--- config.mk ---
export PLATFORM = sky130hd
export DESIGN_NAME = seg7_scan_driver
export DESIGN_NICKNAME = d
export VERILOG_FILES = /design/src/rtl/seg7_pkg.sv /design/src/rtl/seg7_hex_decoder.sv /design/src/rtl/seg7_scan_driver.sv
export SDC_FILE = /design/constraint.sdc
export NUM_CORES = 1
export LEC_CHECK = 0
export CAP_MARGIN = 15
export CORE_MARGIN = 2
export CORE_UTILIZATION = 35
export DETAILED_ROUTE_END_ITERATION = 6
export HOLD_SLACK_MARGIN = 0.1
export PLACE_DENSITY = 0.65
export SLEW_MARGIN = 20
export SYNTH_ARGS = -nofsm -noshare
export SYNTH_HDL_FRONTEND = slang
export SYNTH_SLANG_ARGS = --single-unit
export TNS_END_PERCENT = 100
--- constraint.sdc ---
create_clock -name clk -period 3.3 [get_ports clk]
set_input_delay 0.495 -clock clk [delete_from_list [all_inputs] [get_ports clk]]
set_output_delay 0.495 -clock clk [all_outputs]
set_load 0.03 [all_outputs]
--- src/rtl/seg7_pkg.sv ---
// -----------------------------------------------------------------------------
// seg7_pkg
// Shared definitions for the multiplexed 7-segment display driver:
//   - segment bit positions (seg[0] = a ... seg[6] = g)
//   - the sixteen active-high hex glyphs (6 and 9 carry tails; b, d lowercase)
//   - scan FSM state encoding
// -----------------------------------------------------------------------------
package seg7_pkg;

    // Segment bit positions within the 7-bit segment bus
    localparam int SEG_A = 0;
    localparam int SEG_B = 1;
    localparam int SEG_C = 2;
    localparam int SEG_D = 3;
    localparam int SEG_E = 4;
    localparam int SEG_F = 5;
    localparam int SEG_G = 6;

    // Active-high glyphs indexed by nibble value
    localparam logic [6:0] HEX_SEG [16] = '{
        7'h3F,  // 0
        7'h06,  // 1
        7'h5B,  // 2
        7'h4F,  // 3
        7'h66,  // 4
        7'h6D,  // 5
        7'h7D,  // 6 (top tail)
        7'h07,  // 7
        7'h7F,  // 8
        7'h6F,  // 9 (bottom tail)
        7'h77,  // A
        7'h7C,  // b
        7'h39,  // C
        7'h5E,  // d
        7'h79,  // E
        7'h71   // F
    };

    // Scan FSM states
    typedef enum logic {
        SCAN  = 1'b0,
        BLANK = 1'b1
    } scan_state_e;

    // Nibble to active-high segment pattern
    function automatic logic [6:0] hex_to_seg(input logic [3:0] nibble);
        return HEX_SEG[nibble];
    endfunction

endpackage

--- src/rtl/seg7_hex_decoder.sv ---
// -----------------------------------------------------------------------------
// seg7_hex_decoder
// Purely combinational hex nibble to 7-segment decoder.
// Ports:
//   nibble_i  in  4  hex value 0..F
//   seg_o     out 7  active-high segments, seg_o[0] = a ... seg_o[6] = g
// -----------------------------------------------------------------------------
module seg7_hex_decoder
    import seg7_pkg::*;
(
    input  logic [3:0] nibble_i,
    output logic [6:0] seg_o
);

    // Table lookup of the glyph for the selected nibble
    always_comb begin
        seg_o = hex_to_seg(nibble_i);
    end

endmodule

--- src/rtl/seg7_scan_driver.sv ---
// -----------------------------------------------------------------------------
// seg7_scan_driver
// Time-multiplexed N-digit 7-segment driver with a double-buffered value.
// A load writes the pending buffer; the display buffer takes the pending value
// only at a frame boundary (or continuously while disabled), so a frame never
// shows a mixture of two values. Each digit is lit for CLK_DIV cycles followed
// by GAP all-off cycles. All outputs are registered.
// Ports:
//   clk         in   1           rising-edge clock
//   rst_n       in   1           asynchronous active-low reset
//   enable      in   1           display on
//   load        in   1           capture data_in/dp_in into the pending buffer
//   data_in     in   4*N_DIGITS  hex nibbles, digit 0 in [3:0]
//   dp_in       in   N_DIGITS    decimal point per digit
//   seg         out  7           segments a..g (polarity per ACTIVE_LOW_SEG)
//   dp          out  1           decimal point of the lit digit
//   dig         out  N_DIGITS    digit enables (polarity per ACTIVE_LOW_DIG)
//   frame_done  out  1           one-cycle pulse with the first cycle of a new frame
// -----------------------------------------------------------------------------
module seg7_scan_driver
    import seg7_pkg::*;
#(
    parameter int N_DIGITS       = 4,
    parameter int CLK_DIV        = 1000,
    parameter int GAP            = 2,
    parameter bit ACTIVE_LOW_SEG = 1'b1,
    parameter bit ACTIVE_LOW_DIG = 1'b1,
    parameter bit BLANK_LEADING  = 1'b1
) (
    input  logic                    clk,
    input  logic                    rst_n,
    input  logic                    enable,
    input  logic                    load,
    input  logic [4*N_DIGITS-1:0]   data_in,
    input  logic [N_DIGITS-1:0]     dp_in,
    output logic [6:0]              seg,
    output logic                    dp,
    output logic [N_DIGITS-1:0]     dig,
    output logic                    frame_done
);

    localparam int CNT_W = (CLK_DIV > 1) ? $clog2(CLK_DIV) : 1;
    localparam int GAP_W = (GAP > 1) ? $clog2(GAP) : 1;
    localparam int IDX_W = (N_DIGITS > 1) ? $clog2(N_DIGITS) : 1;

    localparam logic [CNT_W-1:0] CNT_LAST = CNT_W'(CLK_DIV - 1);
    localparam logic [GAP_W-1:0] GAP_LAST = GAP_W'((GAP > 0) ? (GAP - 1) : 0);
    localparam logic [IDX_W-1:0] IDX_LAST = IDX_W'(N_DIGITS - 1);

    // Inactive output levels
    localparam logic [6:0]          SEG_OFF = {7{ACTIVE_LOW_SEG}};
    localparam logic                DP_OFF  = ACTIVE_LOW_SEG;
    localparam logic [N_DIGITS-1:0] DIG_OFF = {N_DIGITS{ACTIVE_LOW_DIG}};

    // Buffers
    logic [4*N_DIGITS-1:0] pend_data_q, pend_data_d;
    logic [N_DIGITS-1:0]   pend_dp_q,   pend_dp_d;
    logic [4*N_DIGITS-1:0] disp_data_q, disp_data_d;
    logic [N_DIGITS-1:0]   disp_dp_q,   disp_dp_d;

    // Scan FSM and counters
    scan_state_e       state_q, state_d;
    logic [IDX_W-1:0]  idx_q,   idx_d;
    logic [CNT_W-1:0]  cnt_q,   cnt_d;
    logic [GAP_W-1:0]  gap_q,   gap_d;
    logic              advance_s;
    logic              commit_s;

    // Commit happened on the previous edge; frame_done follows one cycle later
    // so it lines up with the first output cycle of digit 0.
    logic              fresh_q, fresh_d;

    // Output path
    logic [3:0]          nib_s;
    logic                dp_sel_s;
    logic                blank_sel_s;
    logic [N_DIGITS-1:0] zero_from_s;
    logic [6:0]          dec_seg_s;
    logic [6:0]          seg_on_s;
    logic                dp_on_s;
    logic [N_DIGITS-1:0] dig_on_s;

    logic [6:0]          seg_q, seg_d;
    logic                dp_q,  dp_d;
    logic [N_DIGITS-1:0] dig_q, dig_d;
    logic                frame_done_q, frame_done_d;

    // Buffer next-state: last load wins; display follows pending while off
    always_comb begin
        pend_data_d = pend_data_q;
        pend_dp_d   = pend_dp_q;
        disp_data_d = disp_data_q;
        disp_dp_d   = disp_dp_q;
        if (load) begin
            pend_data_d = data_in;
            pend_dp_d   = dp_in;
        end else begin
            pend_data_d = pend_data_q;
            pend_dp_d   = pend_dp_q;
        end
        // Display takes the pre-edge pending value, so a load on the commit
        // cycle is only seen at the next commit.
        if (!enable || commit_s) begin
            disp_data_d = pend_data_q;
            disp_dp_d   = pend_dp_q;
        end else begin
            disp_data_d = disp_data_q;
            disp_dp_d   = disp_dp_q;
        end
    end

    // Buffer registers
    always_ff @(posedge clk or negedge rst_n) begin
        if (!rst_n) begin
            pend_data_q <= '0;
            pend_dp_q   <= '0;
            disp_data_q <= '0;
            disp_dp_q   <= '0;
        end else begin
            pend_data_q <= pend_data_d;
            pend_dp_q   <= pend_dp_d;
            disp_data_q <= disp_data_d;
            disp_dp_q   <= disp_dp_d;
        end
    end

    // FSM state register
    always_ff @(posedge clk or negedge rst_n) begin
        if (!rst_n) begin
            state_q <= SCAN;
            idx_q   <= '0;
            cnt_q   <= '0;
            gap_q   <= '0;
            fresh_q <= 1'b0;
        end else begin
            state_q <= state_d;
            idx_q   <= idx_d;
            cnt_q   <= cnt_d;
            gap_q   <= gap_d;
            fresh_q <= fresh_d;
        end
    end

    // FSM next-state: lit period, optional gap, then advance to next digit
    always_comb begin
        state_d   = state_q;
        idx_d     = idx_q;
        cnt_d     = cnt_q;
        gap_d     = gap_q;
        advance_s = 1'b0;
        commit_s  = 1'b0;
        if (!enable) begin
            state_d = SCAN;
            idx_d   = '0;
            cnt_d   = '0;
            gap_d   = '0;
        end else begin
            case (state_q)
                SCAN: begin
                    if (cnt_q == CNT_LAST) begin
                        cnt_d = '0;
                        if (GAP > 0) begin
                            state_d = BLANK;
                        end else begin
                            advance_s = 1'b1;
                        end
                    end else begin
                        cnt_d = cnt_q + CNT_W'(1);
                    end
                end
                BLANK: begin
                    if (gap_q == GAP_LAST) begin
                        gap_d     = '0;
                        state_d   = SCAN;
                        advance_s = 1'b1;
                    end else begin
                        gap_d = gap_q + GAP_W'(1);
                    end
                end
                default: begin
                    state_d = SCAN;
                    idx_d   = '0;
                    cnt_d   = '0;
                    gap_d   = '0;
                end
            endcase
            if (advance_s) begin
                if (idx_q == IDX_LAST) begin
                    idx_d    = '0;
                    commit_s = 1'b1;
                end else begin
                    idx_d = idx_q + IDX_W'(1);
                end
            end else begin
                idx_d = idx_q;
            end
        end
        fresh_d = enable && commit_s;
    end

    // Leading-zero map: bit i set when digits i..N-1 are all zero with no dp
    always_comb begin
        logic run_v;
        run_v       = 1'b1;
        zero_from_s = '0;
        for (int i = N_DIGITS - 1; i >= 0; i--) begin
            run_v          = run_v && (disp_data_q[4*i +: 4] == 4'h0) && !disp_dp_q[i];
            zero_from_s[i] = run_v;
        end
    end

    // Select nibble, dp and blanking flag of the current digit
    always_comb begin
        nib_s       = 4'h0;
        dp_sel_s    = 1'b0;
        blank_sel_s = 1'b0;
        for (int i = 0; i < N_DIGITS; i++) begin
            if (idx_q == IDX_W'(i)) begin
                nib_s       = disp_data_q[4*i +: 4];
                dp_sel_s    = disp_dp_q[i];
                blank_sel_s = BLANK_LEADING && (i != 0) && zero_from_s[i];
            end else begin
                nib_s       = nib_s;
            end
        end
    end

    seg7_hex_decoder u_dec (
        .nibble_i (nib_s),
        .seg_o    (dec_seg_s)
    );

    // FSM output decode (active-high), polarity applied just before the flops
    always_comb begin
        seg_on_s = 7'h00;
        dp_on_s  = 1'b0;
        dig_on_s = '0;
        if (enable && (state_q == SCAN)) begin
            seg_on_s = blank_sel_s ? 7'h00 : dec_seg_s;
            dp_on_s  = dp_sel_s;
            for (int i = 0; i < N_DIGITS; i++) begin
                dig_on_s[i] = (idx_q == IDX_W'(i));
            end
        end else begin
            seg_on_s = 7'h00;
            dp_on_s  = 1'b0;
            dig_on_s = '0;
        end
        seg_d        = SEG_OFF ^ seg_on_s;
        dp_d         = DP_OFF ^ dp_on_s;
        dig_d        = DIG_OFF ^ dig_on_s;
        frame_done_d = fresh_q && enable;
    end

    // Output registers
    always_ff @(posedge clk or negedge rst_n) begin
        if (!rst_n) begin
            seg_q        <= SEG_OFF;
            dp_q         <= DP_OFF;
            dig_q        <= DIG_OFF;
            frame_done_q <= 1'b0;
        end else begin
            seg_q        <= seg_d;
            dp_q         <= dp_d;
            dig_q        <= dig_d;
            frame_done_q <= frame_done_d;
        end
    end

    assign seg        = seg_q;
    assign dp         = dp_q;
    assign dig        = dig_q;
    assign frame_done = frame_done_q;

endmodule

# Word level (Yosys, flattened, before mapping)

Memories as Yosys holds them, arrays and structs flattened.
Cells that the tools add are included.

Flip-flop bits (word level): 68
Bits in read-only memories: 112
Input bits: 24
Logic and storage cells: 83
Memories kept: 1

$add $sub $neg: 3
$lt $le $gt $ge: 1
Eq/ne operators: 7
Muxes and demuxes: 36
Bitwise logic cells: 5
Reduce and logical (&&, ||, !) cells: 17

Memory list:

| name             | words | bits a word | read ports | clocked after memory_dff | write ports | RTL line       | text |
|---|---|---|---|---|---|---|---|
| (name not given) | 16    | 7           | 1          | 0                        | 0           | seg7_pkg.sv:47 | `return HEX_SEG[nibble];` |

Operators by type and width:

| kind                                                                  | count |
|---|---|
| 10-bit 2-to-1 mux                                                     | 3 |
| 7-bit 2-to-1 mux                                                      | 4 |
| 4-bit 2-to-1 mux                                                      | 5 |
| 1-bit 2-to-1 mux                                                      | 19 |
| 4-bit logical NOT                                                     | 3 |
| 10-bit by 1-bit adder with 10-bit output, second input constant       | 1 |
| 10-bit equality test, second input constant                           | 1 |
| 1-bit logical AND                                                     | 8 |
| 7-bit inverter                                                        | 1 |
| 2-bit 2-to-1 mux                                                      | 3 |
| 5-bit greater-or-equal comparator, second input constant              | 1 |
| 4-bit inverter with 5-bit output                                      | 1 |
| 2-bit equality test, second input constant                            | 2 |
| 1-bit logical NOT                                                     | 4 |
| 2-bit by 1-bit != test with 1-bit output, second input constant       | 2 |
| 4-bit inverter                                                        | 1 |
| 1-bit case mux with 2 select lines                                    | 2 |
| 2-bit by 1-bit adder with 2-bit output, second input constant         | 1 |
| 2-bit by 1-bit equality test with 1-bit output, second input constant | 1 |
| 2-bit logical NOT                                                     | 1 |
| 2-bit != test, second input constant                                  | 1 |
| 1-bit inverter                                                        | 2 |
| 1-bit adder, second input constant                                    | 1 |
| 1-bit logical OR                                                      | 1 |

# Longest topological paths before layout

Word-level depth: 12
Gate-level depth with buffers: 11
Mapped depth without buffers: 10

# Cells and area by module

From an unflattened synthesis, not the netlist that was laid out.

Cells, all modules: 274
Area, all modules: 3275.6 µm²

By module, submodules not included:

| module           | instances | cells an instance | area an instance (µm²) |
|---|---|---|---|
| seg7_scan_driver | 1         | 241               | 2985.4 |
| seg7_hex_decoder | 1         | 33                | 290.3 |

# Worst setup path before layout

OpenSTA, ideal clock, no wires.

Path type: register to register
Start: reg idx_q[0]
End: reg seg_q[5], in the netlist seg[5]
Data arrival time: 2198 ps
Data required time: 3204 ps
Setup slack: 1006 ps
Stages on the path, launching flop included: 11
Cell sequence: dfrtp_1 -> inv_1 -> ha_1 -> nor2b_1 -> a221o_1 -> a22oi_2 -> inv_1 -> ha_1 -> mux2_1 -> nand2_1 -> o311ai_1

Longest elaborated chain between the ends: 12

Ends and longest elaborated chain:

| element                                                | RTL line                | text |
|---|---|---|
| start, declared                                        | seg7_scan_driver.sv:63  | `logic [IDX_W-1:0] idx_q, idx_d;` |
| start signal, assigned                                 | seg7_scan_driver.sv:137 | `idx_q <= idx_d;` |
| 2-bit logical NOT                                      | seg7_scan_driver.sv:218 | `if (idx_q == IDX_W'(i)) begin` |
| 4-bit 2-to-1 mux (4 in a row)                          | seg7_scan_driver.sv:218 |  |
| 4-bit inverter with 5-bit output (implied by the code) | seg7_pkg.sv:47          |  |
| memory read 16 x 7 bit                                 | n/a                     |  |
| 7-bit 2-to-1 mux (implied by the code) (2 in a row)    | seg7_pkg.sv:47          |  |
| 7-bit 2-to-1 mux (*)                                   | seg7_scan_driver.sv:239 | `seg_on_s = blank_sel_s ? 7'h00 : dec_seg_s;` |
| 7-bit 2-to-1 mux (*)                                   | seg7_scan_driver.sv:238 | `if (enable && (state_q == SCAN)) begin` |
| 7-bit inverter (no source line) (*)                    | n/a                     |  |
| via seg_d[5]                                           | seg7_scan_driver.sv:83  | `logic [6:0] seg_q, seg_d;` |
| end signal, assigned                                   | seg7_scan_driver.sv:263 | `seg_q <= seg_d;` |
| end, declared                                          | seg7_scan_driver.sv:83  |  |

Mark *: on every way through the listed nets, which the timed path passes. The rest lies on a longest branch. The select of a mux whose other input is x is not followed.
A chain may end at the register's enable or synchronous reset.

# Worst setup path in the final report

Start: reg idx_q[1]
End: reg seg_q[5], in the netlist seg[5]

Same word-level chain as after synthesis.

==> results.yml <==
clocking:
  ctsRootBufferMaster: "clkbuf_8"
  ctsResizeCount: 0
  postCtsHoldBufs: 0
  cts_setup_buffers: 0
  clk-insertion-delay-late_ns: 0.35
  h-tree-depth: 3
  clkTransAtPathRegs_ns: 0.07
  cts_buffers: 9
  clockBufferDepth: 2
  cts.sink_count: 68
  cts_tree: "built"
synthesis:
  synth_warnings: 0
  avgSynthCellArea_sq_um: 12.4
  synth_top_area_frac: 0.440
  syn-instance-count: 256
  ys_seq_elements: 68
  ys.flop_type: "dfrtp_1"
  synthMuxAreaShare: 0.157
  ys_top_cells_by_count: "56 x dfrtp_1, 38 x mux2_2, 25 x nand2_1, 12 x dfstp_2, 11 x ha_1"
  synth-simple-area-share: 0.110
  ys_types: 49
  synth_top_family_by_area: "multiplexers"
  async_flop_share: 1.00
  yosys.area_share.xor_xnor: 0.0165
  yosysSeqAreaShare: 0.540
  syn_nets: 291
  yosys.area_share.adder: 0.0433
  yosysMostFrequentCell: "dfrtp_1"
  synth_area_leaders: "dfrtp_1 44%, mux2_2 13%, dfstp_2 9.9%"
  synth_compound_area_frac: 0.100
  synth_edf_count: 0
  synth_area_leader_cell: "dfrtp_1"
  syn_area_sq_mm: 0.00318
timing:
  finClkSkew_ns: 0.0112
  fin_crit_ns: 2.55
  hold_violations: 0
  setup_violations: 0
  finalSetupTns_ns: 0
  maxSlewViolCount: 0
  maxSlewHeadroom: 0.348
  timing.fmax_mhz: 393
  rsz0062_at_grt: "no"
  tightest_slew_ns: 0.967
  fin_crit_sh: 0.772
global_routing:
  grt.total_usage: 0.130
  first_global_vias: 2032
  grt_max_degree: 38
  grt-ovfl-total: 0
  antenna_found_initial: 0
  grt_pass1_wl_um: 10100
cells_and_area:
  seqCellArea_sq_mm: 0.00172
  fill_cells: 821
  drive_gt1_frac: 0.258
  synthToLayoutAreaGrowth_pct: 21.1
  nets: 329
  multiInputGateArea_sq_mm: 0.00136
  antenna_cells: 0
critical_path:
  worstSetupPathType: "reg -> reg"
  start_kind: "flip-flop"
  cp.arrival_ns: 2.80
  reg2reg_depth: 10
  max_stage_delay_ns: 0.42
  cp_num_buf_inv: 2
  r2r_setup_slack_ns: 0.75
  r2r_start: "idx_q[1]"
  worstPathRequired_ns: 3.56
  path_delay_family: "compound AO/OA/AOI/OAI gates"
  crit_path_max_fanout: 10
  crit_path_cell_trace: "inv_1 -> ha_1 -> nor2b_1 -> a221o_1 -> a22oi_2 -> inv_1 -> ha_1 -> mux2_1 -> nand2_1 -> o311ai_1"
  r2r-end: "seg[5]"
  cp-startpoint: "idx_q[1]"
  slowest_stage: "dfrtp_1"
  endpoint_kind: "flip-flop"
detailed_routing:
  vias: 2036
  dr.pass1.iters: 4
  drc: 0
  wl_per_cell_um: 14.0
  via_per_inst: 5.00
  drt-total-wl_um: 5720
  drtIter0Drc: 80
  ant_nets: 0
floorplan:
  dieArea_sq_mm: 0.00987
  start_util: 0.363
  num_io_pins: 37
  core_sq_mm: 0.00876
  die-width_um: 99.3
  dieHeight_um: 99.3
  num_rows: 34
hold_path:
  hold_path.class: "in -> async"
pwr:
  leakage_nw: 1.59
  total_power_mw: 2.04
  vdd_drop_max_v: 0.000231
  pwr_density_cell_mw_per_mm2: 530
status:
  status: "completed"
run:
  drv_cap: 0
placement:
  dp_hpwl_um: 4100
  portBuffers: 36
  gp_congestion: 0.794
-- flip-flops by register name (all words and copies together) (netlist names) --
register and cells:
dig 4, gap_q 1, pend_data_q 16, dp 1, pend_dp_q 4, disp_data_q 16
cnt_q 10, frame_done 1, seg 7, fresh_q 1, disp_dp_q 4, idx_q 2
state_q 1
-- how the worst max path moves through the flow --
| stage | endpoint | slack [ns] | cells past startpoint |
|---|---|---|---|
| 2_1_floorplan | seg[5] | 1.01 | 10 |
| 3_3_place_gp | seg[5] | 0.86 | 10 |
| 3_5_place_dp | seg[5] | 0.75 | 10 |
| 4_1_cts | seg[5] | 0.75 | 10 |
| 5_1_grt | seg[5] | 0.51 | 10 |
| 6_report | seg[5] | 0.75 | 10 |
-- metal layers --
metal | global-route usage | vias up | part of all wire
met5 | 0 | - | 0
met4 | 0.0727 | 0 | 0.025
met3 | 0.0387 | 8 | 0.041
met2 | 0.189 | 40 | 0.44
met1 | 0.174 | 998 | 0.49
li1 | - | 990 | -
-- metrics by stage --
stage,hold WS [ns],worst slack [ns],cells,area [sq um],util
finish,0.200,0.753,407,3850,0.440
global route,0.260,0.510,407,3850,0.440
CTS,0.206,0.752,407,3850,0.440
detailed placement,0.445,0.753,391,3630,0.414
global placement,0.440,0.858,391,3630,0.414
floorplan,0.199,1.01,256,3180,-
-- power by group --
group / internal, mW / switching (mW) / leakage [nW]
Sequential: 0.924 / 0.0501 / 0.817
Combinational: 0.159 / 0.151 / 0.665
Clock: 0.428 / 0.331 / 0.106
Total: 1.51 / 0.531 / 1.59
-- cell usage in the layout (no fill, tap or decap), types with 3 or more instances in the layout --
cell type and instances:
dfrtp_1 56, mux2_2 38, clkdlybuf4s50_1 35, nand2_1 25, dfstp_2 12, ha_1 11, o21ai_0 9, clkbuf_8 9
nor2b_1 7, inv_1 7, nand3_1 7, mux2i_1 6, nor2_1 6, and2_1 6, a211oi_2 3, nand2b_1 3
o21ai_1 3, o31ai_1 3, xnor2_1 3, xor2_1 3, clkinv_4 3
-- area by class of cell --
| class | instances | area share |
|---|---|---|
| clock buffers | 9 | 0.0322 |
| clock inverters | 7 | 0.0263 |
| inverters | 7 | 0.00682 |
| multi-input cells | 169 | 0.353 |
| flip-flops and latches | 68 | 0.446 |
| well taps | 108 | 0.0351 |
| repair buffers | 39 | 0.101 |
-- kinds of logic after synthesis --
logic type | after synthesis
DFF | 68
and+or+nand+nor | 66
muxes | 45
AOI/OAI and AO/OA | 41
buffers and inverters | 19
adders and majority gates | 11
xor gates and xnor gates | 6
-- worst register-to-register path, stage by stage (launching register included) --
cell      delay [ns]
dfrtp_1         0.42
inv_1           0.09
ha_1            0.34
nor2b_1         0.13
a221o_1         0.32
a22oi_2         0.29
inv_1           0.13
ha_1            0.27
mux2_1          0.30
nand2_1         0.07
o311ai_1        0.09
Note: power is estimated with default switching activity, not from simulation.
